`config.mk`:
```
export PLATFORM = sky130hd
export DESIGN_NAME = mul_share_arb
export DESIGN_NICKNAME = d
export VERILOG_FILES = /design/src/rtl/mul_share_arb.sv
export SDC_FILE = /design/constraint.sdc
export NUM_CORES = 1
export LEC_CHECK = 0
export CAP_MARGIN = 5
export CORE_AREA = 2 2 182 184
export CTS_BUF_LIST = sky130_fd_sc_hd__clkbuf_4
export CTS_CLUSTER_SIZE = 14
export DETAILED_ROUTE_END_ITERATION = 8
export DIE_AREA = 0 0 184 186
export PLACE_DENSITY = 0.54
export SLEW_MARGIN = 10
export SYNTH_ARGS = -nofsm -noshare
export SYNTH_HDL_FRONTEND = slang
export SYNTH_SLANG_ARGS = --single-unit
```
`constraint.sdc`:
```
create_clock -name clk -period 3.4 [get_ports clk]
set_input_delay 0.51 -clock clk [delete_from_list [all_inputs] [get_ports clk]]
set_output_delay 0.51 -clock clk [all_outputs]
set_load 0.01 [all_outputs]
```
`src/rtl/mul_share_arb.sv`:
```
// Round-robin arbiter that time-shares one serial 2W-bit-product multiplier among NREQ requesters.
// Optional RUN-phase watchdog is compiled in with `define MUL_ARB_TIMEOUT_EN.
module mul_share_arb #(
    parameter int NREQ    = 4,
    parameter int W       = 32,
    parameter int TIMEOUT = 64
) (
    input  logic                clk,
    input  logic                rst_n,
    input  logic [NREQ-1:0]     i_req,
    input  logic [NREQ*W-1:0]   i_opa,
    input  logic [NREQ*W-1:0]   i_opb,
    output logic [NREQ-1:0]     o_gnt,
    output logic [NREQ-1:0]     o_done,
    output logic [2*W-1:0]      o_result,
    output logic                o_busy,
    output logic                o_mul_rst_n,
    output logic [W-1:0]        o_mul_ina,
    output logic [W-1:0]        o_mul_inb,
    input  logic                i_mul_ready_n,
    input  logic [2*W-1:0]      i_mul_result,
    output logic                o_err
);

    localparam int PW = $clog2(NREQ);

    typedef enum logic [1:0] {
        S_IDLE,
        S_LOAD,
        S_RUN,
        S_DONE
    } state_t;

    if (NREQ < 2 || NREQ > 8 || TIMEOUT < 1) begin : g_param_check
        $error("mul_share_arb: NREQ must be 2..8 and TIMEOUT must be positive");
    end

    state_t             r_state;
    state_t             w_next;
    logic [PW-1:0]      r_ptr;
    logic [PW-1:0]      r_owner;
    logic [NREQ-1:0]    r_gnt;
    logic [W-1:0]       r_ina;
    logic [W-1:0]       r_inb;
    logic [2*W-1:0]     r_result;
    logic               r_first;

    logic               w_found;
    logic [PW-1:0]      w_win;
    logic [PW:0]        w_sum;
    logic               w_rdy;
    logic               w_timeout;

    // Rotating priority search: first request at or after the pointer, wrapping at NREQ.
    always_comb begin
        w_found = 1'b0;
        w_win   = '0;
        w_sum   = '0;
        for (int k = 0; k < NREQ; k++) begin
            w_sum = {1'b0, r_ptr} + (PW+1)'(k);
            if (w_sum >= (PW+1)'(NREQ)) begin
                w_sum = w_sum - (PW+1)'(NREQ);
            end
            if (!w_found && i_req[w_sum[PW-1:0]]) begin
                w_found = 1'b1;
                w_win   = w_sum[PW-1:0];
            end
        end
    end

    // The ready flag seen on the first RUN cycle is left over from the previous operation.
    assign w_rdy = (r_state == S_RUN) && !r_first && !i_mul_ready_n;

`ifdef MUL_ARB_TIMEOUT_EN
    localparam int CW = $clog2(TIMEOUT + 1);

    logic [CW-1:0]      r_cnt;
    logic               r_err;

    assign w_timeout = (r_state == S_RUN) && !w_rdy && (r_cnt == CW'(TIMEOUT - 1));

    always_ff @(posedge clk) begin
        if (!rst_n) begin
            r_cnt <= '0;
            r_err <= 1'b0;
        end else begin
            case (r_state)
                S_LOAD: r_cnt <= '0;
                S_RUN: begin
                    r_cnt <= r_cnt + 1'b1;
                    r_err <= w_timeout;
                end
                default: r_err <= 1'b0;
            endcase
        end
    end

    assign o_err = r_err;
`else
    assign w_timeout = 1'b0;
    assign o_err     = 1'b0;
`endif

    always_comb begin
        w_next = r_state;
        case (r_state)
            S_IDLE: begin
                if (w_found) begin
                    w_next = S_LOAD;
                end
            end
            S_LOAD: w_next = S_RUN;
            S_RUN: begin
                if (w_rdy || w_timeout) begin
                    w_next = S_DONE;
                end
            end
            S_DONE:  w_next = S_IDLE;
            default: w_next = S_IDLE;
        endcase
    end

    always_ff @(posedge clk) begin
        if (!rst_n) begin
            r_state  <= S_IDLE;
            r_ptr    <= '0;
            r_owner  <= '0;
            r_gnt    <= '0;
            r_ina    <= '0;
            r_inb    <= '0;
            r_result <= '0;
            r_first  <= 1'b0;
        end else begin
            r_state <= w_next;
            case (r_state)
                S_IDLE: begin
                    if (w_found) begin
                        r_owner <= w_win;
                        r_gnt   <= NREQ'(1) << w_win;
                        r_ina   <= i_opa[w_win*W +: W];
                        r_inb   <= i_opb[w_win*W +: W];
                    end
                end
                S_LOAD: r_first <= 1'b1;
                S_RUN: begin
                    r_first <= 1'b0;
                    if (w_rdy) begin
                        r_result <= i_mul_result;
                    end else if (w_timeout) begin
                        r_result <= '0;
                    end
                end
                S_DONE: begin
                    r_gnt <= '0;
                    r_ptr <= (r_owner == PW'(NREQ - 1)) ? '0 : r_owner + 1'b1;
                end
                default: ;
            endcase
        end
    end

    assign o_gnt       = r_gnt;
    assign o_done      = (r_state == S_DONE) ? r_gnt : '0;
    assign o_busy      = (r_state != S_IDLE);
    assign o_mul_rst_n = (r_state == S_RUN);
    assign o_mul_ina   = r_ina;
    assign o_mul_inb   = r_inb;
    assign o_result    = r_result;

endmodule

```
After elaboration in Yosys (flattened, before gate mapping)
Index checks and enable logic that the tools add are counted.
- add/subtract/negate cells: 8
- $lt $le $gt $ge: 8
- equality and inequality tests: 6
- shift operators: 3
- muxes and demuxes: 28
- reduce and logical (&&, ||, !) cells: 18
- operator list (operator ; count):
    $shiftx 128x8->32 ; 2
    $mux 2 ; 11
    $lt 2x3->1 const B ; 4
    $ge 3x3->1 const B ; 3
    $bmux 1 s2 ; 4
    $mux 1 ; 8
    $mux 4 ; 2
    $pmux 2 s4 ; 1
    $pmux 4 s2 ; 1
    $reduce_and 2->1 ; 4
    $sub 2x1->2 const B ; 4
    $add 2x2->3 const B ; 2
    $eq 2x2->1 const B ; 3
    $reduce_bool 2->1 ; 3
    $logic_and 1x1->1 ; 5
    $logic_not 1->1 ; 5
    $shl 1x2->4 const A ; 1
    $add 2x1->3 const B ; 1
    $ge 2x3->1 const B ; 1
    $add 2x1->2 const B ; 1
    $eq 2x1->1 const B ; 1
    $logic_not 2->1 ; 1
    $ne 2x1->1 const B ; 1
    $ne 2x2->1 const B ; 1
    $pmux 1 s2 ; 1
- register bits after elaboration: 139
- output and inout bits: 139
- word-level logic and storage cells: 79

Longest topological paths before layout
- depth in word-level cells: 17
- gate-level depth with buffers: 9
- depth with buffers taken out: 6

Worst setup path before layout
OpenSTA, ideal clock, no wires.
- path type: register to register
- from: register r_state[0]
- to: register r_result[0], in the netlist o_result[0]
- setup time: 0.122 ns
- data arrival time: 1.642 ns
- required time: 3.278 ns
- setup slack: 1.636 ns
- cell stages (with the launch flop): 8
- period minus slack after synthesis: 1.764 ns
- path through: dfxtp_1 -> inv_1 -> ha_1 -> or3b_2 -> clkbuf_1 -> clkbuf_1 -> nand2_1 -> a21boi_0
- word-level cells in the longest chain between the ends: 4
- RTL lines (element ; line ; RTL):
    start: declaration ; 38 ; state_t r_state;
    start signal: assignment ; 134 ; r_state <= w_next;
    $eq 2x2->1 * ; n/a ;
    net o_mul_rst_n ; 17 ; output logic o_mul_rst_n,
    $logic_and 1x1->1 (2 in a row) ; 72 ; assign w_rdy = (r_state == S_RUN) && !r_first && !i_mul_ready_n;
    $reduce_and 2->1 (no line) * ; n/a ;
    end signal: assignment ; 148 ; r_result <= i_mul_result;
    end: declaration ; 45 ; logic [2*W-1:0] r_result;
The timed path passes the listed nets; every way through them passes the cells marked *.
A chain may end at the register's enable or synchronous reset.

Worst setup path in the final report
- from: register r_state[0]
- to: output port o_busy
- word-level cells in the longest chain between the ends: 1
- RTL lines (element ; line ; RTL):
    $reduce_bool 2->1 ; 164 ; assign o_busy = (r_state != S_IDLE);
    end: declaration ; 16 ; output logic o_busy,
Every way passes these cells.

==> flow_summary_export.csv <==
group,metric,value,unit
grt,grtUsageTotal,16.1,%
critical_path,slowest_stage,"clkdlybuf4s50_1",
logic_synthesis,syn-num-nets,1072,
routing,ant_nets,0,
outcome,outcome,"finished clean",
critical_path,path_buf_inv,3,
critical_path,r2r_slack,1.19,ns
logic_synthesis,syn_inst,741,
clock_tree,insertion_delay,0.56,ns
sta,fin_ws,0.805,ns
power,ir_worst_vdd,0.000336,V
layout,fill_cells,3353,
logic_synthesis,yosys.area_share.simple,11.0,%
critical_path,crit_family,"buffers and inverters",
critical_path,crit_type,"register to primary output",
floorplan,num_rows,66,
sta,worstMarginPinSlew,0.712,ns
sta,tns,0,ns
sta,max_slew_margin,52.5,%
routing,wl,29300,um
critical_path,r2r_end,"o_mul_ina[2]",
routing,vias_per_cell,4.61,
sta,rsz0062_at_grt,"no",
critical_path,crit_chain,"inv_1, ha_1, inv_1, clkdlybuf4s50_1",
floorplan,die_y,186,um
sta,finalCriticalPeriod,2.59,ns
clock_tree,cts_root_buffer,"clkbuf_4",
grt,grt_max_degree,70,
logic_synthesis,syn_area_per_cell,8.52,sq um
critical_path,setup.worst_path.start,"r_state[0]",
logic_synthesis,synth_seq_cells,139,
logic_synthesis,synth_top_family_by_area,"compound AO/OA/AOI/OAI gates",
routing,vias,7278,
sta,hold_violations,0,
routing,drc,0,
logic_synthesis,synthesis.area,6310,sq um
clock_tree,numCtsBuffers,17,
placement,dp_worst_setup_slack,0.418,ns
grt,grt_pass1_vias,7088,
clock_tree,cts_buffer_depth,2,
layout,layout_common_cells,"clkdlybuf4s50_1, dfxtp_1, nand2_1, a21oi_1, a21boi_0",
layout,layout.nets,1489,
clock_tree,tritoncts,"yes",
flow_run,drv_cap,0,
placement,post-dp-hpwl,21400,um
sta,min_period_over_period,76.3,%
routing,wire_per_inst,18.6,um
logic_synthesis,yosys_warnings,0,
logic_synthesis,seq_area_frac_synth,44.1,%
logic_synthesis,muxShareOfSynthArea,0.793,%
critical_path,r2r_start,"r_ptr[1]",
floorplan,dieArea,34200,sq um
critical_path,cp-endpoint,"o_busy",
critical_path,crit_path_start_kind,"register",
power,power_leakage,3.90,nW
layout,areaGrowthSynthToFinish,81.7,%
critical_path,worst_ep_arrival_time,2.08,ns
grt,grt_antenna_before_repair,4,
routing,initialDrtViolationCount,497,
floorplan,io_pins,466,
clock_tree,ctsResizeCount,0,
sta,skew,0.0291,ns
sta,maxSlewViolCount,0,
logic_synthesis,synth_adder_area_share,0.793,%
grt,grt_overflow,0,
floorplan,initial_utilization,19.6,%
layout,final_common_cell,"clkdlybuf4s50_1",
clock_tree,clkSlewWorstSetupHoldPaths,0.14,ns
critical_path,path_depth,4,
placement,io_buffers,464,
clock_tree,cts_setup_buffers,0,
floorplan,die_x,184,um
logic_synthesis,synthXorXnorAreaFrac,0,%
layout,drive_gt1_share,4.45,%
critical_path,worst_ep_required_time,2.89,ns
logic_synthesis,synth_compound_area_share,35.8,%
logic_synthesis,ys_types,34,
routing,first_pass_iters,7,
critical_path,critPathMaxStageDelay,0.60,ns
min_path,hold_path.class,"primary input to register",
critical_path,worstRegToRegCells,6,
clock_tree,clock_sinks,139,
sta,setup_viol,0,
sta,clock.fmax,0.385,GHz
power,p_per_area,562,nW/um^2
critical_path,cp_max_fo,8,
grt,grt_pass1_wl,41500,um
critical_path,crit_path_frequent_cell,"inv_1",
placement,place.gp.congestion,0.761,
critical_path,endpoint_kind,"primary output",
clock_tree,hold_buffers,0,
clock_tree,h-tree-depth,4,
floorplan,core,32200,sq um
==> metrics by stage <==
step	total power, mW	hold slack (ns)	area, sq um	util [%]	instances
after floorplan	3.65	0.447	6310	-	741
after global placement	5.34	0.450	11200	34.7	1547
after detailed placement	5.37	0.456	11200	34.7	1547
after CTS	6.58	0.263	11500	35.6	1577
after global routing	6.88	0.289	11500	35.6	1579
final	6.45	0.348	11500	35.6	1579
==> cells by family (layout without fill, tap and decap cells) <==
logic type,count (synthesis),in the layout
buffers and inverters,84,512
AO/OA/AOI/OAI,344,344
multiplexers,5,5
AND/OR/NAND/NOR,164,164
other,1,3
flip-flops,139,139
adder cells (fa/ha/maj),4,4
==> per-layer routing <==
metal  up-vias  GRT usage [%]  part of all wire, %
met5         -              0                0.038
met2       316           28.6                   50
met3        23           5.13                  8.5
met1      3369           18.3                   40
li1       3568              -                    -
met4         2           5.09                  1.6
==> Yosys cell counts <==
| cell type | instances | area, sq um |
|---|---|---|
| o21ai_1 | 1 | 5.00 |
| a22oi_1 | 3 | 22.5 |
| nor3_1 | 2 | 10.0 |
| o21ai_0 | 66 | 330 |
| a21oi_1 | 131 | 656 |
| o211a_1 | 2 | 20.0 |
| nor2b_1 | 5 | 31.3 |
| buf_6 | 14 | 158 |
| or2b_1 | 1 | 7.51 |
| o22a_1 | 1 | 8.76 |
| a222oi_1 | 64 | 641 |
| o221ai_1 | 1 | 8.76 |
| nor4_4 | 1 | 21.3 |
| nand2_1 | 137 | 514 |
| nor2b_4 | 1 | 13.8 |
| buf_2 | 19 | 95.1 |
| o31a_1 | 1 | 8.76 |
| dfxtp_1 | 139 | 2780 |
| buf_4 | 8 | 60.1 |
| ha_1 | 4 | 50.1 |
| and2_1 | 4 | 25.0 |
| o221a_2 | 2 | 22.5 |
| nand2b_1 | 3 | 18.8 |
| nor2_1 | 7 | 26.3 |
| inv_1 | 5 | 18.8 |
| or3b_2 | 1 | 8.76 |
| clkbuf_1 | 38 | 143 |
| a21boi_0 | 67 | 503 |
| nor3b_1 | 1 | 7.51 |
| o2111ai_1 | 1 | 8.76 |
| mux2i_1 | 5 | 50.1 |
| nor2b_2 | 1 | 8.76 |
| o22ai_1 | 4 | 25.0 |
| conb_1 | 1 | 3.75 |
==> report_power, final <==
| group | internal (mW) | leakage, nW | switching (mW) |
|---|---|---|---|
| combinational | 1.54 | 2.63 | 1.44 |
| sequential | 2.08 | 1.14 | 0.224 |
| clock | 0.494 | 0.136 | 0.675 |
| total | 4.11 | 3.90 | 2.34 |
==> state kept, by name, summed over array words and instances, names as in the netlist <==
register / count
o_result: 64
o_mul_ina: 32
o_mul_inb: 32
o_gnt: 4
r_owner: 2
r_ptr: 2
r_state: 2
r_first: 1
==> worst min path at each step <==
stage                      start      endpoint  slack [ns]  cells past startpoint
floorplan             r_owner[1]    r_owner[1]        0.45                      2
global placement    o_result[63]  o_result[63]        0.45                      2
detailed placement  o_result[29]  o_result[29]        0.46                      2
CTS                        rst_n   o_result[1]        0.26                      2
global route               rst_n   o_result[2]        0.29                      2
finish                     rst_n   o_result[1]        0.35                      2
==> final cells by class <==
class	count	area [sq um]	share of cell area, %
Timing Repair Buffer	477	4790	41.7
Tap cell	408	510	4.45
Antenna cell	2	5.00	0.0436
Inverter	5	18.8	0.164
Clock inverter	13	153	1.33
Clock buffer	17	128	1.11
Sequential cell	139	2780	24.3
Multi-Input combinational cell	518	3090	26.9
Power figures use the tool's default switching activity.
